==> config.mk <==
export PLATFORM = sky130hd
export DESIGN_NAME = blowfish_round_engine
export DESIGN_NICKNAME = d
export VERILOG_FILES = /design/src/rtl/blowfish_round_engine.sv
export SDC_FILE = /design/constraint.sdc
export NUM_CORES = 1
export LEC_CHECK = 0
export ABC_CLOCK_PERIOD_IN_PS = 10700
export CORE_ASPECT_RATIO = 0.6
export CORE_MARGIN = 2
export CORE_UTILIZATION = 55
export DETAILED_ROUTE_END_ITERATION = 12
export GPL_TIMING_DRIVEN = 0
export PLACE_DENSITY = 0.76
export SETUP_SLACK_MARGIN = 0.2
export SYNTH_ARGS = -nofsm -noshare
export SYNTH_HDL_FRONTEND = slang
export SYNTH_SLANG_ARGS = --single-unit
==> constraint.sdc <==
create_clock -name clk -period 10.7 [get_ports clk]
set_input_delay 1.07 -clock clk [delete_from_list [all_inputs] [get_ports clk]]
set_output_delay 1.07 -clock clk [all_outputs]
set_load 0.02 [all_outputs]
==> src/rtl/blowfish_round_engine.sv <==
// Iterative 16-round Blowfish Feistel controller driving an external F stage; define BLOWFISH_DECRYPT_EN for a decrypt port.
// Latency 16*(F_LATENCY+2)+1 edges from accept to out_valid; one block in flight, out_valid held until out_ready.
module blowfish_round_engine #(
    parameter int F_LATENCY = 1
) (
    input  logic        clk,
    input  logic        rst,
`ifdef BLOWFISH_DECRYPT_EN
    input  logic        decrypt,
`endif
    input  logic        in_valid,
    output logic        in_ready,
    input  logic [63:0] in_block,
    output logic        out_valid,
    input  logic        out_ready,
    output logic [63:0] out_block,
    input  logic        p_we,
    input  logic [4:0]  p_addr,
    input  logic [31:0] p_wdata,
    output logic [31:0] f_in,
    input  logic [31:0] f_out,
    output logic        busy
);

    typedef enum logic [2:0] {IDLE, XORP, WAIT, MIX, FINAL, DONE} state_t;

    localparam logic [2:0] WLAST = (F_LATENCY > 0) ? 3'(F_LATENCY - 1) : 3'd0;

    state_t      state;
    logic [31:0] xl, xr;
    logic [3:0]  rnd;
    logic [2:0]  wcnt;
    logic [31:0] p [0:17];
    logic [4:0]  pidx, pfin_l, pfin_r;

`ifdef BLOWFISH_DECRYPT_EN
    logic dec;

    // Decryption walks the P-array backwards and swaps the final whitening pair.
    always_comb begin
        pidx   = dec ? (5'd17 - {1'b0, rnd}) : {1'b0, rnd};
        pfin_r = dec ? 5'd1 : 5'd16;
        pfin_l = dec ? 5'd0 : 5'd17;
    end
`else
    assign pidx   = {1'b0, rnd};
    assign pfin_r = 5'd16;
    assign pfin_l = 5'd17;
`endif

    assign in_ready = (state == IDLE) && !rst;
    assign busy     = (state != IDLE);
    assign f_in     = xl;

    // P-array is deliberately left out of reset so a reset keeps the loaded key.
    always_ff @(posedge clk) begin
        if (state == IDLE && p_we && p_addr <= 5'd17)
            p[p_addr] <= p_wdata;
    end

    always_ff @(posedge clk) begin
        if (rst) begin
            state     <= IDLE;
            out_valid <= 1'b0;
            out_block <= 64'd0;
            xl        <= 32'd0;
            xr        <= 32'd0;
            rnd       <= 4'd0;
            wcnt      <= 3'd0;
`ifdef BLOWFISH_DECRYPT_EN
            dec       <= 1'b0;
`endif
        end else begin
            case (state)
                IDLE: begin
                    if (in_valid) begin
                        xl    <= in_block[63:32];
                        xr    <= in_block[31:0];
                        rnd   <= 4'd0;
`ifdef BLOWFISH_DECRYPT_EN
                        dec   <= decrypt;
`endif
                        state <= XORP;
                    end
                end
                XORP: begin
                    xl    <= xl ^ p[pidx];
                    wcnt  <= 3'd0;
                    state <= (F_LATENCY == 0) ? MIX : WAIT;
                end
                WAIT: begin
                    if (wcnt == WLAST)
                        state <= MIX;
                    else
                        wcnt <= wcnt + 3'd1;
                end
                MIX: begin
                    xl <= xr ^ f_out;
                    xr <= xl;
                    if (rnd == 4'd15) begin
                        state <= FINAL;
                    end else begin
                        rnd   <= rnd + 4'd1;
                        state <= XORP;
                    end
                end
                FINAL: begin
                    // Undoing the last swap puts xR in the left half and xL in the right half.
                    out_block <= {xr ^ p[pfin_l], xl ^ p[pfin_r]};
                    out_valid <= 1'b1;
                    state     <= DONE;
                end
                DONE: begin
                    if (out_ready) begin
                        out_valid <= 1'b0;
                        state     <= IDLE;
                    end
                end
                default: state <= IDLE;
            endcase
        end
    end

endmodule

==> summary.md <==
| Metric | Value |
|---|---|
| Final net count | 2,270 |
| R2R depth | 8 |
| CTS Buf Count | 67 |
| Clk sinks | 719 |
| Final hold violation count | 0 |
| IO Port Bufs | 235 |
| Clock period minus worst slack | 5.88 ns |
| Iter 0 DRT Violations | 2,832 |
| CP max FO | 10 |
| Mapped Area | 29,500 um2 |
| Crit Reg-Reg Endpoint | p[1][9] |
| Post-CTS setup buffer count | 0 |
| Die Width | 303 um |
| Die area | 55,600 um2 |
| TNS Setup | 0 ns |
| Post-synthesis sequential area ratio | 0.683 |
| Startpoint types | input port |
| R2r startpoint | state[1] |
| Max-Cap Viols | 0 |
| Most common cell in the synthesized netlist | edfxtp_1 |
| Most used cell, CP | clkbuf_1 |
| Largest net degree at the start of global routing | 23 |
| Slowest library cell on the worst path | clkbuf_1 |
| H-tree levels | 3 |
| Clk root buf | clkbuf_16 |
| Global-route wire length before repair | 124,000 um |
| Crit path from | rst |
| Flops & latches, synth | 719 |
| Syn avg cell area | 16.5 um2 |
| Placed Instances | 2,763 |
| GRT Total Usage | 0.311 |
| Post-Layout Cell Count | 2,884 |
| Skew final | 0.0256 ns |
| Worst skew pair latency | 0.59 ns |
| Overall Power | 6.57 mW |
| Family with the most delay on the worst path | buffers and inverters |
| Synthesis-to-layout area growth | 20.6% |
| Slew Limit Fails | 0 |
| Number of global-route vias before repair | 18,800 |
| Layout cells sized above 1 | 0.191 |
| Clock slew at reported path FFs | 0.06 ns |
| Detailed Routing Iterations Pass 1 | 6 |
| Leak Pwr | 11.2 nW |
| # resized after CTS | 0 |
| Core area | 52,800 um2 |
| # diodes | 0 |
| Detail Placement HPWL | 57,900 um |
| Setup violations, final | 0 |
| Distinct cell type count after synthesis | 48 |
| CTS Buffer Depth | 3 |
| Worst-Margin Slew | 1.10 ns |
| Detail Route Antenna Nets | 0 |
| Critical-path cell list | clkdlybuf4s50_1 > clkbuf_1 > clkbuf_1 > clkbuf_1 > nor2_1 > clkdlybuf4s50_1 |
| Required time of the critical path | 9.63 ns |
| DR WL/cell | 29.9 um |
| # rows | 65 |
| Hold Worst Slack | 0.496 ns |
| Peak supply drop | 121 uV |
| Initial antenna violation count | 0 |
| Worst EP arrival | 4.81 ns |
| WS Path Type | input port to primary output |
| Via density | 6.65 |
| Power Density | 185 nW/um2 |
| Status | finished clean |
| R2R setup slack | 7.03 ns |
| WP buf/inv | 5 |
| Gpl congestion | 0.914 |
| Hold Buf Count CTS | 0 |
| Ys flop type | edfxtp_1 |
| I/O pins | 237 |
| Worst Hold End | out_block[53] |
| Post-synth EDFFs | 576 |
| Synth area leaders | edfxtp_1 (59%), mux4_2 (9.8%), dfxtp_1 (9.7%) |
| Number of cells on the worst hold path | 2 |
| Crit end category | primary output |
| Die H | 183 um |
| Mapped Nets | 1,934 |
| Post-synth ARST share | 0 |
| Initial Utilization | 0.559 |
| DRT Wirelength | 86,300 um |
| Largest area contributor in the netlist | edfxtp_1 |
| RSZ-0062 raised after global routing | false |
| Peak Freq | 0.170 GHz |
| Synth Instances | 1,793 |
| DR vias | 19,200 |
| Tcrit/Tclk final | 0.550 |
| CP peak stage delay | 0.88 ns |
| # DRC | 0 |
| Grt total ovfl | 0 |
| Area share of the largest cell type after synthesis | 0.586 |
| YS warnings | 0 |
| CTS tree | done |
| Commonest cells post-synth | edfxtp_1 (576), nor2_1 (149), dfxtp_1 (143), mux4_2 (128), xnor2_1 (66) |
| Worst relative slew slack | 0.270 |
| Hold Path Origin | out_block[53] |
| Worst Hold Class | register to register |
## logic make-up after synthesis
kind of cell / share of synthesized area
AO/OA/AOI/OAI: 0.0975
XOR/XNOR: 0.0297
adder cells (fa/ha/maj): 0.00127
buffers and inverters: 0.0265
flip-flops: 0.683
multiplexers: 0.110
AND/OR/NAND/NOR: 0.0523
## worst reg2reg max path: stages, from the launching register on
cell and delay, ns:
dfxtp_1 0.36, buf_2 0.20, nor3_1 0.24, inv_1 0.24, nor3b_1 0.56, nand3b_1 0.41
nor3_2 0.89, buf_8 0.25, buf_6 0.19
## sequential cells by signal (all words and copies together), names as in the netlist, named ones only
signal     count
rnd            4
out_block     64
f_in          32
wcnt           3
out_valid      1
state          3
p            576
xr            32
## report_power, final
part	internal (mW)	switching (mW)
sequential	3.11	0.169
combinational	0.396	0.484
clock	1.37	1.04
## metal layers
metal / wire length, um / GRT usage / share of wire / vias up
met4: 4130 / 0.137 / 0.048 / 0
met3: 11700 / 0.0884 / 0.14 / 248
met2: 37700 / 0.457 / 0.44 / 1458
met1: 32800 / 0.437 / 0.38 / 9622
li1: - / - / - / 7848
met5: 0 / 0 / 0 / -
## how the worst max path moves through the flow
stage / depth (start not counted) / to
detailed placement: 6 / in_ready
global route: 6 / in_ready
finish: 6 / in_ready
CTS: 6 / in_ready
global placement: 4 / p[2][17]
floorplan: 4 / p[17][0]
## cell usage in the layout, fill, tap and decap left out, types with 6 or more instances in the layout
cell type / synthesis / layout
buf_2: 41 / 41
clkinv_2: 0 / 11
and3_1: 33 / 33
buf_6: 14 / 27
clkbuf_16: 0 / 75
buf_12: 0 / 7
nor2_4: 0 / 12
edfxtp_1: 576 / 576
a2111oi_1: 8 / 8
nor2_1: 149 / 137
clkdlybuf4s50_1: 0 / 235
a22oi_2: 27 / 27
a21oi_1: 38 / 38
o221ai_1: 31 / 31
a2111oi_2: 43 / 43
nand3_1: 6 / 6
buf_8: 2 / 7
nand2_1: 36 / 36
mux2i_1: 34 / 34
o2111ai_1: 32 / 32
a2111oi_0: 13 / 13
xor2_1: 34 / 34
xnor2_1: 66 / 66
a211oi_1: 64 / 64
clkbuf_1: 48 / 60
buf_4: 7 / 9
nor3_1: 42 / 37
mux4_2: 128 / 128
a22oi_1: 36 / 36
dfxtp_1: 143 / 143
inv_1: 37 / 37
nand2b_1: 38 / 38
o21ai_0: 32 / 32
clkinv_1: 0 / 11
## layout make-up
cell class / count / area, um2
sequential: 719 / 20200
fill: 3413 / 17200
multi-input combinational: 921 / 8690
timing repair buffer: 267 / 2870
clock buffer: 91 / 1980
tap: 703 / 880
buffer: 116 / 642
clock inverter: 30 / 224
inverter: 37 / 139
## per-stage QoR
| step | worst slack (ns) | area [um2] | utilization |
|---|---|---|---|
| floorplan | 6.30 | 29500 | - |
| global placement | 2.80 | 32700 | 0.620 |
| detailed placement | 4.99 | 33400 | 0.632 |
| CTS | 4.97 | 35600 | 0.674 |
| global route | 4.85 | 35600 | 0.674 |
| finish | 4.82 | 35600 | 0.674 |
(Power assumes the default switching activity.)
